<file path="src/rtl/xctrl_p.sv">
// xctrl_p: accumulator-style program controller.
// Fetches one instruction per cycle and executes accumulator (regA), pointer
// (regB) and carry (cs) operations. Supports wait states on the data bus, a
// return-address stack for CALL/RET, and a sticky fault on stack misuse.
//
// Ports:
//   clk, rst          clock, synchronous active-high reset
//   pc, instruction   program address out, {opcode[3:0], field[IMM_W-1:0]} in
//   data_sel/we/addr  external data request, write strobe, address
//   data_to_rd/wr     read data in (valid with data_ready), write data (regA)
//   data_ready        external access completes this cycle
//   stack_lvl, fault  return-stack occupancy, sticky over/underflow flag
//
// state   | meaning
// --------+----------------------------------------------------------
// S_RUN   | executing one instruction per cycle (may stall on the bus)
// S_FAULT | stack over/underflow seen; everything frozen until rst
module xctrl_p #(
  parameter int DATA_W      = 32,
  parameter int ADDR_W      = 12,
  parameter int PROG_ADDR_W = 10,
  parameter int IMM_W       = 16,
  parameter int PROG_BASE   = 0,
  parameter int RB_ADDR     = 1,
  parameter int RC_ADDR     = 2,
  parameter int STACK_DEPTH = 4
) (
  input  logic                             clk,
  input  logic                             rst,
  output logic [PROG_ADDR_W-1:0]           pc,
  input  logic [IMM_W+3:0]                 instruction,
  output logic                             data_sel,
  output logic                             data_we,
  output logic [ADDR_W-1:0]                data_addr,
  input  logic [DATA_W-1:0]                data_to_rd,
  output logic [DATA_W-1:0]                data_to_wr,
  input  logic                             data_ready,
  output logic [$clog2(STACK_DEPTH+1)-1:0] stack_lvl,
  output logic                             fault
);
  localparam int LVL_W = $clog2(STACK_DEPTH+1);

  typedef enum logic [0:0] {S_RUN = 1'b0, S_FAULT = 1'b1} state_t;
  typedef enum logic [3:0] {
    OP_ADDI = 4'h0, OP_ADD  = 4'h1, OP_SUB  = 4'h2, OP_SHFT  = 4'h3,
    OP_AND  = 4'h4, OP_XOR  = 4'h5, OP_LDI  = 4'h6, OP_LDIH  = 4'h7,
    OP_RDW  = 4'h8, OP_WRW  = 4'h9, OP_RDWB = 4'hA, OP_WRWB  = 4'hB,
    OP_BEQI = 4'hC, OP_BNEQI = 4'hD, OP_CALL = 4'hE, OP_RET  = 4'hF
  } op_t;

  state_t                 state_q, state_d;
  logic [PROG_ADDR_W-1:0] pc_q, pc_d;
  logic [DATA_W-1:0]      rega_q, rega_d;
  logic [DATA_W-1:0]      regb_q, regb_d;
  logic                   cs_q, cs_d;
  logic [LVL_W-1:0]       lvl_q, lvl_d;
  logic [PROG_ADDR_W-1:0] stack_q [STACK_DEPTH];
  logic [PROG_ADDR_W-1:0] stack_d [STACK_DEPTH];

  op_t                    opcode;
  logic [IMM_W-1:0]       field;
  logic [DATA_W-1:0]      imm;
  logic [DATA_W-1:0]      rd;
  logic [ADDR_W-1:0]      acc_addr;
  logic                   is_access, is_write, hit_rb, hit_rc;
  logic                   run, ext_acc, stall;
  logic [PROG_ADDR_W-1:0] pc_inc, stack_top;

  always_comb begin
    opcode    = op_t'(instruction[IMM_W+3:IMM_W]);
    field     = instruction[IMM_W-1:0];
    imm       = {{(DATA_W-IMM_W){field[IMM_W-1]}}, field};
    acc_addr  = (opcode == OP_RDWB || opcode == OP_WRWB)
                ? regb_q[ADDR_W-1:0] + imm[ADDR_W-1:0]
                : field[ADDR_W-1:0];
    is_access = opcode inside {OP_ADD, OP_SUB, OP_AND, OP_XOR,
                               OP_RDW, OP_WRW, OP_RDWB, OP_WRWB};
    is_write  = opcode inside {OP_WRW, OP_WRWB};
    hit_rb    = (acc_addr == ADDR_W'(RB_ADDR));
    hit_rc    = (acc_addr == ADDR_W'(RC_ADDR));
    rd        = hit_rb ? regb_q
              : hit_rc ? {{(DATA_W-1){1'b0}}, cs_q}
              : data_to_rd;
    run       = (state_q == S_RUN);
    ext_acc   = run && is_access && !hit_rb && !hit_rc;
    stall     = ext_acc && !data_ready;
    pc_inc    = pc_q + PROG_ADDR_W'(1);
    // Top of stack is the entry just below the occupancy level.
    stack_top = stack_q[0];
    for (int i = 0; i < STACK_DEPTH; i++)
      if (lvl_q == LVL_W'(i + 1)) stack_top = stack_q[i];
  end

  assign pc         = pc_q;
  assign data_sel   = ext_acc;
  assign data_we    = ext_acc && is_write;
  assign data_addr  = acc_addr;
  assign data_to_wr = rega_q;
  assign stack_lvl  = lvl_q;
  assign fault      = (state_q == S_FAULT);

  always_comb begin
    state_d = state_q;
    pc_d    = pc_q;
    rega_d  = rega_q;
    regb_d  = regb_q;
    cs_d    = cs_q;
    lvl_d   = lvl_q;
    stack_d = stack_q;
    if (run && !stall) begin
      pc_d = pc_inc;
      case (opcode)
        OP_ADDI: {cs_d, rega_d} = {1'b0, rega_q} + {1'b0, imm};
        OP_ADD:  {cs_d, rega_d} = {1'b0, rega_q} + {1'b0, rd};
        OP_SUB:  {cs_d, rega_d} = {1'b0, rega_q} - {1'b0, rd};
        OP_SHFT: begin
          if (field[IMM_W-1]) begin
            rega_d = {rega_q[DATA_W-2:0], 1'b0};
            cs_d   = rega_q[DATA_W-1];
          end else begin
            rega_d = {1'b0, rega_q[DATA_W-1:1]};
            cs_d   = rega_q[0];
          end
        end
        OP_AND:  rega_d = rega_q & rd;
        OP_XOR:  rega_d = rega_q ^ rd;
        OP_LDI:  rega_d = imm;
        OP_LDIH: rega_d = {imm[DATA_W-IMM_W-1:0], rega_q[IMM_W-1:0]};
        OP_RDW, OP_RDWB: rega_d = rd;
        OP_WRW, OP_WRWB: begin
          if (hit_rb)      regb_d = rega_q;
          else if (hit_rc) cs_d   = rega_q[0];
        end
        OP_BEQI: begin
          rega_d = rega_q - DATA_W'(1);
          if (rega_q == '0) pc_d = pc_q + imm[PROG_ADDR_W-1:0];
        end
        OP_BNEQI: begin
          rega_d = rega_q - DATA_W'(1);
          if (rega_q != '0) pc_d = pc_q + imm[PROG_ADDR_W-1:0];
        end
        OP_CALL: begin
          if (lvl_q == LVL_W'(STACK_DEPTH)) begin
            state_d = S_FAULT;
            pc_d    = pc_q;
          end else begin
            for (int i = 0; i < STACK_DEPTH; i++)
              if (lvl_q == LVL_W'(i)) stack_d[i] = pc_inc;
            lvl_d = lvl_q + LVL_W'(1);
            pc_d  = field[PROG_ADDR_W-1:0];
          end
        end
        OP_RET: begin
          if (lvl_q == '0) begin
            state_d = S_FAULT;
            pc_d    = pc_q;
          end else begin
            pc_d  = stack_top;
            lvl_d = lvl_q - LVL_W'(1);
          end
        end
        default: ;
      endcase
    end
  end

  always_ff @(posedge clk) begin
    if (rst) begin
      state_q <= S_RUN;
      pc_q    <= PROG_ADDR_W'(PROG_BASE);
      rega_q  <= '0;
      regb_q  <= '0;
      cs_q    <= 1'b0;
      lvl_q   <= '0;
      for (int i = 0; i < STACK_DEPTH; i++) stack_q[i] <= '0;
    end else begin
      state_q <= state_d;
      pc_q    <= pc_d;
      rega_q  <= rega_d;
      regb_q  <= regb_d;
      cs_q    <= cs_d;
      lvl_q   <= lvl_d;
      stack_q <= stack_d;
    end
  end

endmodule

</file>
<file path="config.mk">
export PLATFORM = sky130hd
export DESIGN_NAME = xctrl_p
export DESIGN_NICKNAME = d
export VERILOG_FILES = /design/src/rtl/xctrl_p.sv
export SDC_FILE = /design/constraint.sdc
export NUM_CORES = 1
export LEC_CHECK = 0
export BUFFER_PORTS_ARGS = -buffer_cell sky130_fd_sc_hd__buf_2
export CORE_MARGIN = 1
export CORE_UTILIZATION = 30
export DETAILED_ROUTE_END_ITERATION = 8
export MAX_ROUTING_LAYER = met4
export PLACE_DENSITY_LB_ADDON = 0.2
export REMOVE_ABC_BUFFERS = 1
export SLEW_MARGIN = 20
export SYNTH_ARGS = -nofsm -noshare
export SYNTH_HDL_FRONTEND = slang
export SYNTH_SLANG_ARGS = --single-unit
</file>
<file path="constraint.sdc">
create_clock -name clk -period 12.8 [get_ports clk]
set_clock_uncertainty 0.2 [all_clocks]
set_input_delay 1.28 -clock clk [delete_from_list [all_inputs] [get_ports clk]]
set_output_delay 1.28 -clock clk [all_outputs]
set_load 0.01 [all_outputs]
</file>
* Word level (Yosys, flattened, before mapping)
Index checks and enable logic that the tools add are counted.
Operators by class: $add $sub $neg 9, equality and inequality tests 27, mux-type cells 23, bitwise gates (word level) 5, reduce and logical (&&, ||, !) cells 35
Operators by type and width (count):
- $pmux W32 S10 | 1
- $mux W32 | 3
- $mux W10 | 7
- $add A32 B32 Y33 | 2
- $pmux W10 S4 | 1
- $sub A32 B32 Y33 | 1
- $and A32 B32 Y32 | 1
- $eq A4 B4 Y1 const B | 8
- $logic_not A32 Y1 | 1
- $reduce_bool A32 Y1 | 1
- $sub A32 B1 Y32 const B | 1
- $xor A32 B32 Y32 | 1
- $reduce_and A4 Y1 | 7
- $eq A4 B3 Y1 const B | 4
- $add A12 B12 Y12 | 1
- $eq A12 B1 Y1 const B | 1
- $eq A12 B2 Y1 const B | 1
- $mux W12 | 1
- $ne A2 B2 Y1 const B | 6
- $add A10 B1 Y10 const B | 1
- $add A10 B10 Y10 | 1
- $reduce_bool A10 Y1 | 1
- $reduce_and A3 Y1 | 3
- $reduce_bool A9 Y1 | 1
- 23 further kinds | 43
Word-level totals: flip-flop bits (word level) 119, input port bits 55

* Longest topological paths before layout
Gate-level depths: netlist of the first run.
word-level depth 11, depth in mapped cells 25

* Worst setup path after synthesis of the first run
OpenSTA, ideal clock, no wires.
path kind input port to flip-flop, from in instruction[0], to reg rega_q[26], in the netlist data_to_wr[26], library setup time 0.141 ns, data arrival time 6.209 ns, required time 12.459 ns, path slack 6.250 ns, stages 23, buffers on the path 1, cells stage by stage ha_1 inv_1 fa_1 nor2b_1 o21ai_0 a211oi_1 nand2_1 a211oi_2 o2111ai_2 nor3_2 clkbuf_1 a22o_1 ha_1 or4_1 or3_1 a211oi_1 nor4_1 a31oi_1 xor2_1 nor2_1 a311o_1 a311oi_1 a311oi_1
Between the ends: cells in the longest elaborated chain, start to end 10, elaborated cells between the ends (all ways) 20
RTL lines:
- from (decl) | RTL line 31 | input logic [IMM_W+3:0] instruction,
- branches (longest 10 deep; another with $sub A32 B32 Y33)
- to (signal assigned) | RTL line 179 | rega_q <= rega_d;
- to (decl) | RTL line 53 | logic [DATA_W-1:0] rega_q, rega_d;
Several ways; the timed one is not identified. A chain may end at the register's enable or synchronous reset.

* Worst setup path after layout of the first run
from in instruction[0], to reg rega_q[29], in the netlist data_to_wr[29]
The elaborated chain is that of the path after synthesis.

==> flow_summary_export.csv, run 1 <==
group,metric,value,unit
job,max_cap_violations,0,
clock_tree,postCtsSetupBuffers,0,
place,io_buffers,114,
hold_path,whs_path_depth,2,
route,wirelength,64.08,mm
yosys,synthArstFlopShare,0,%
global_routing,globalRouteOverflowTotal,0,
yosys,synthTopCellsByArea,"dfxtp_1, ha_1, a21oi_1, nor2_1, nand2_1",
floorplanning,core,47750,sq um
sta,finalCritPeriodShare,62.11,%
route,vias,16100,
critical_path,worstRegToRegCells,22,
sta,relSlewSlack,25.52,%
critical_path,arrival,8.07,ns
floorplanning,pin_count,115,
place,dpl_cell_area,15520,sq um
route,ant_nets,0,
power,share_comb_of_total_power,45.2,%
critical_path,cpPeakStageDelay,0.93,ns
power,seqPwrFrac,26.0,%
yosys,synth.distinct_cells,87,
place,dpl.cell_count,2620,
sta,tns,0,ns
yosys,synth_edf_count,0,
floorplanning,dieArea,49200,sq um
clock_tree,cts_buffers,17,
clock_tree,clock_path_buffers,2,
route,drcViolationCount,0,
power,p_switching,0.8135,mW
power,power-per-cell-area,110.6,nW/um^2
finish,area_delta_synth_final,11.26,%
yosys,ys_seq_area_share,16.43,%
hold_path,hp-start,"regb_q[23]$_SDFFE_PP0P_",
critical_path,worstSetupStartpointType,"input pin",
power,leakagePower,6.468,nW
global_routing,grt_pass1_wl,95.73,mm
power,switching_share,45.62,%
power,clkPwrFrac,28.8,%
sta,period_needed,7.950,ns
critical_path,crit_fanout,35,
sta,timing.final.ws_setup,4.850,ns
sta,setup_viol,0,
critical_path,crit_path_top_delay_cell,"nor4_1",
finish,layout.nets,2221,
run_status,status,"finished, final reports clean",
yosys,ys_ff_latch,119,
clock_tree,htreeDepth,4,
route,post_drt_via_cell_ratio,6.070,
finish,fill_cells,5092,
yosys,ys_warn_count,0,
place,gp_congestion,0.9877,
finish,stdcell_count,2653,
yosys,syn_area,14500,sq um
finish,drive_gt1_share,10.80,%
power,finalPower,1.783,mW
global_routing,grt_max_degree,83,
global_routing,antenna_found_initial,2,
yosys,synth_top_area_share,16.43,%
yosys,synthCells,2008,
hold_path,hold_path_end,"regb_q[23]$_SDFFE_PP0P_",
floorplanning,rows,80,
critical_path,cp_cell_sequence,"buf_2 > ha_1 > inv_1 > fa_1 > nor2b_1 > o21ai_0 > a211oi_1 > nand2_1 > a211oi_2 > o2111a_1 > o21ai_4 > buf_4 > a22oi_1 > inv_1 > ha_1 > nor4_1 > a41oi_1 > a21oi_1 > a221o_1 > xnor2_1 > o21ai_0 > a2111oi_0 > a211oi_1",
critical_path,r2r_start,"regb_q[0]$_SDFFE_PP0P_",
clock_tree,cts_resized,0,
clock_tree,clk_pin_slew,0.07,ns
yosys,avgSynthCellArea,7.219,sq um
clock_tree,clk_latency,0.51,ns
global_routing,grt_pass1_vias,14820,
route,drt-initial-drc-count,1489,
sta,fmax,0.1258,GHz
place,dp_slack,4.394,ns
critical_path,r2r_end,"data_to_wr[29]$_SDFFE_PP0P_",
sta,rsz0062_at_grt,"false",
floorplanning,start_util,30.36,%
power,p_int,0.9699,mW
hold_path,hp-class,"flop to flop",
critical_path,critPathRequiredTime,12.92,ns
place,dp_hpwl,46.40,mm
critical_path,critPathKind,"input pin to flop",
critical_path,endpoint_kind,"flop",
clock_tree,cts_tree,"built",
power,peakVddDrop,0.1027,mV
yosys,synth_ff_type,"dfxtp_1",
sta,drv_slew,0,
clock_tree,clock-sinks,119,
sta,worst_pin_slew,1.111,ns
finish,final_area,16130,sq um
global_routing,grt_usage,26.45,%
floorplanning,die_w,221.8,microns
yosys,yosysTopAreaCell,"dfxtp_1",
clock_tree,cts.root.buffer_cell,"clkbuf_16",
sta,final_hold_viol_count,0,
critical_path,ff2ff_setup_slack,5.62,ns
sta,hold_slack,0.2503,ns
floorplanning,die-height,221.8,microns
finish,final_core_util,33.78,%
route,wire_per_inst,24.15,microns
route,drt_pass1_iterations,6,
clock_tree,cts_hold_buf,0,
==> how the worst max path moves through the flow <==
stage / endpoint / from / slack, ns
6_report: data_to_wr[29]$_SDFFE_PP0P_ / instruction[0] / 4.85
5_1_grt: data_to_wr[29]$_SDFFE_PP0P_ / instruction[0] / 4.39
4_1_cts: data_to_wr[29]$_SDFFE_PP0P_ / instruction[0] / 4.90
3_5_place_dp: data_to_wr[29]$_SDFFE_PP0P_ / instruction[0] / 4.39
3_3_place_gp: data_to_wr[29]$_SDFFE_PP0P_ / instruction[0] / 4.58
2_1_floorplan: data_to_wr[26]$_SDFFE_PP0P_ / instruction[0] / 5.61
==> cell usage in the layout (no fill, tap or decap), types with 18 or more instances in the layout <==
cell | synthesis | final
xor2_1 | 32 | 32
nor3_1 | 54 | 49
a21o_1 | 34 | 34
inv_1 | 88 | 88
o221ai_1 | 23 | 23
nand2b_1 | 24 | 24
o21ai_0 | 122 | 122
buf_2 | 7 | 113
xnor2_1 | 63 | 63
a22o_1 | 30 | 30
nor2_1 | 219 | 217
or3_1 | 18 | 18
mux2i_1 | 53 | 53
nand2_1 | 189 | 189
a221oi_1 | 44 | 44
a211oi_1 | 67 | 67
o211ai_1 | 25 | 25
nand3_1 | 43 | 43
dfxtp_1 | 119 | 119
ha_1 | 137 | 137
a21oi_1 | 180 | 179
buf_4 | 0 | 24
==> flip-flops by register name, indices dropped and copies added, names as in the netlist <==
name and count:
cs_q 1, data_to_wr 32, fault 1, pc 10
regb_q 32, stack_lvl 3, stack_q 40
==> cell usage after synthesis (all sizes together) (54+ instances only) <==
| cell type | count |
|---|---|
| nor2 | 220 |
| mux2i | 54 |
| nor3 | 59 |
| dfxtp | 119 |
| ha | 137 |
| clkbuf | 124 |
| nand2 | 189 |
| a211oi | 70 |
| a21oi | 180 |
| xnor2 | 63 |
| inv | 88 |
| o21ai | 129 |
==> power by group through the flow <==
stage	Clock (mW)	Sequential, mW	Combinational, mW
2_1_floorplan	0	0.450	0.533
3_3_place_gp	0	0.470	0.787
3_5_place_dp	0	0.471	0.787
4_1_cts	0.529	0.462	0.791
5_1_grt	0.540	0.468	0.873
6_report	0.514	0.463	0.806
==> cells by family after synthesis <==
logic type / count (synthesis) / synth area share, %
DFF: 119 / 16.43
xor gates and xnor gates: 96 / 5.852
buffers and inverters: 230 / 6.171
and+or+nand+nor: 643 / 20.87
AOI/OAI and AO/OA: 722 / 34.25
adders and majority gates: 142 / 12.52
muxes: 56 / 3.910
==> layout make-up <==
| type | instances | area [sq um] | area share, % |
|---|---|---|---|
| timing repair buffer | 137 | 745.7 | 4.624 |
| tap | 615 | 769.5 | 4.771 |
| clock inverter | 15 | 171.4 | 1.063 |
| antenna | 1 | 2.502 | 0.01552 |
| inverter | 90 | 337.8 | 2.095 |
| multi-input combinational | 1659 | 11290 | 70.02 |
| sequential | 119 | 2382 | 14.77 |
| clock buffer | 17 | 425.4 | 2.638 |
==> worst max-delay path: cells and delay by family <==
family,cells,cell delay [ns]
AO/OA/AOI/OAI,12,3.49
buffers and inverters,4,0.72
AND/OR/NAND/NOR,3,1.32
adder cells (fa/ha/maj),3,1.09
XOR/XNOR,1,0.12
==> metal layers <==
layer,up-vias,global-route usage (%),part of all wire (%)
li1,7505,-,-
met1,7752,34.81,45
met2,751,40.94,46
met3,96,3.896,6.8
met4,0,9.565,2.9
met5,-,-,0
(Power assumes the default switching activity.)
==> run 2: changes to the inputs <==
==> constraint.sdc (replaced) <==
create_clock -name clk -period 7.4 [get_ports clk]
set_clock_uncertainty 0.2 [all_clocks]
set_input_delay 0.74 -clock clk [delete_from_list [all_inputs] [get_ports clk]]
set_output_delay 0.74 -clock clk [all_outputs]
set_load 0.01 [all_outputs]
==> flow_summary_export.csv, run 2 (synthesized netlist as in run 1, its figures left out) <==
group,metric,value,unit
global_routing,grt_usage,27.18,%
sta,relSlewSlack,25.94,%
sta,drv_slew,0,
global_routing,grt_pass1_wl,98.21,mm
floorplanning,die_w,221.8,microns
clock_tree,clk_latency,0.51,ns
power,clkPwrFrac,29.1,%
route,drt_pass1_iterations,8,
power,switching_share,45.79,%
route,drcViolationCount,0,
place,dp_hpwl,47.84,mm
clock_tree,cts_hold_buf,0,
route,wire_per_inst,24.48,microns
critical_path,endpoint_kind,"flop",
critical_path,cpMostUsedCell,"o21ai_0",
route,post_drt_via_cell_ratio,6.087,
floorplanning,die-height,221.8,microns
job,max_cap_violations,0,
sta,worst_pin_slew,1.111,ns
hold_path,hp-start,"regb_q[28]$_SDFFE_PP0P_",
clock_tree,htreeDepth,4,
sta,rsz0062_at_grt,"false",
route,ant_nets,0,
critical_path,r2r_end,"cs_q$_SDFFE_PP0P_",
finish,stdcell_count,2682,
finish,final_common_cell,"nor2_1",
run_status,status,"finished, final reports clean",
critical_path,crit_family,"compound AO/OA/AOI/OAI gates",
critical_path,worstRegToRegCells,24,
critical_path,path_buf_inv,4,
power,leakagePower,6.604,nW
critical_path,arrival,7.19,ns
finish,max_flop_register,"stack_q",
power,peakVddDrop,0.1931,mV
critical_path,ff2ff_setup_slack,0.47,ns
place,dpl_cell_area,15720,sq um
floorplanning,start_util,30.36,%
hold_path,whs_path_depth,2,
critical_path,r2r_start,"regb_q[0]$_SDFFE_PP0P_",
hold_path,hold_path_end,"regb_q[28]$_SDFFE_PP0P_",
clock_tree,cts_tree,"built",
sta,fmax,0.1433,GHz
finish,layout_common_cells,"nor2_1, nand2_1, a21oi_1, ha_1, o21ai_0",
power,p_int,1.692,mW
finish,largest_reg_flops,40,
global_routing,globalRouteOverflowTotal,0,
critical_path,critPathRequiredTime,7.61,ns
clock_tree,clock-sinks,119,
floorplanning,dieArea,49200,sq um
sta,period_needed,6.981,ns
global_routing,antenna_found_initial,1,
power,power-per-cell-area,190.9,nW/um^2
critical_path,crit_path_top_delay_cell,"nor3_4",
power,seqPwrFrac,25.7,%
sta,final_hold_viol_count,0,
clock_tree,cts_buffers,17,
critical_path,worstSetupStartpointType,"input pin",
power,p_switching,1.429,mW
global_routing,grt_max_degree,78,
place,gp_congestion,0.9860,
clock_tree,clk_pin_slew,0.07,ns
critical_path,critPathKind,"input pin to flop",
route,wirelength,65.65,mm
clock_tree,clock_path_buffers,2,
route,drt-initial-drc-count,1721,
route,vias,16330,
sta,finalCritPeriodShare,94.33,%
critical_path,cpPeakStageDelay,0.45,ns
finish,layout.nets,2249,
place,io_buffers,114,
hold_path,hp-class,"flop to flop",
finish,drive_gt1_share,11.96,%
sta,setup_viol,0,
power,share_comb_of_total_power,45.2,%
finish,area_delta_synth_final,12.79,%
floorplanning,core,47750,sq um
clock_tree,cts.root.buffer_cell,"clkbuf_16",
clock_tree,postCtsSetupBuffers,0,
floorplanning,pin_count,115,
place,dpl.cell_count,2647,
finish,final_area,16350,sq um
global_routing,grt_pass1_vias,15480,
critical_path,crit_fanout,8,
floorplanning,rows,80,
finish,final_core_util,34.25,%
[run 2: worst reg2reg max path: stages (launching register included)]
cell and delay (ns):
dfxtp_1 0.36, ha_1 0.23, inv_1 0.07, fa_1 0.42, nor2b_1 0.32, o21ai_0 0.19, a211oi_1 0.39, nand2_1 0.13
a211oi_2 0.28, o2111ai_2 0.21, nor3_4 0.45, buf_4 0.28, buf_4 0.17, a22o_1 0.22, ha_1 0.32, and3_1 0.26
and3_1 0.28, nand4_1 0.12, a21oi_1 0.37, o21ai_0 0.15, a31o_2 0.25, o21ai_0 0.45, a2111oi_0 0.20, o311a_1 0.32
a311oi_1 0.19
[run 2: worst max path at each step]
stage / start / to / slack, ns / cells after the start
after floorplan: instruction[0] / data_to_wr[26]$_SDFFE_PP0P_ / 0.75 / 22
after global placement: instruction[0] / cs_q$_SDFFE_PP0P_ / 0.05 / 25
after detailed placement: instruction[0] / cs_q$_SDFFE_PP0P_ / -0.05 / 25
after CTS: instruction[0] / cs_q$_SDFFE_PP0P_ / 0.44 / 25
after global routing: instruction[0] / cs_q$_SDFFE_PP0P_ / 0.06 / 25
final: instruction[0] / cs_q$_SDFFE_PP0P_ / 0.42 / 25
[run 2: through the flow]
| step | power [mW] | hold slack, ns | TNS [ns] | worst slack, ns |
|---|---|---|---|---|
| final | 3.122 | 0.2509 | 0 | 0.4192 |
| after global routing | 3.298 | 0.2755 | 0 | 0.05762 |
| after CTS | 3.109 | 0.2534 | 0 | 0.4415 |
| after detailed placement | 2.189 | 0.2444 | -0.04662 | -0.04662 |
| after global placement | 2.187 | 0.2380 | 0 | 0.05470 |
| after floorplan | 1.701 | 0.2255 | 0 | 0.7480 |
[run 2: power by group through the flow]
stage	Sequential [mW]	Combinational (mW)	Clock, mW
2_1_floorplan	0.779	0.922	0
3_3_place_gp	0.813	1.37	0
3_5_place_dp	0.814	1.37	0
4_1_cts	0.799	1.38	0.928
5_1_grt	0.810	1.53	0.955
6_report	0.802	1.41	0.908
[run 2: repair_timing]
item | 4_1_cts | 5_1_grt
endpoints found under the setup margin | 0 | 4
gates resized for setup | 0 | 3
endpoints found under the hold margin | 0 | 0
[run 2: layout make-up]
type	instances	area (sq um)
Tap cell	615	769.5
Timing Repair Buffer	165	962.2
Antenna cell	2	5.005
Sequential cell	119	2382
Clock buffer	17	425.4
Fill cell	5104	31400
Multi-Input combinational cell	1659	11290
Clock inverter	15	175.2
Inverter	90	337.8
[run 2: metal layers]
metal | GRT usage (%) | vias to the layer above | part of all wire (%)
li1 | - | 7566 | -
met1 | 34.70 | 7873 | 44
met2 | 42.12 | 745 | 45
met3 | 4.718 | 141 | 6.9
met4 | 11.45 | 0 | 3.9
met5 | - | - | 0
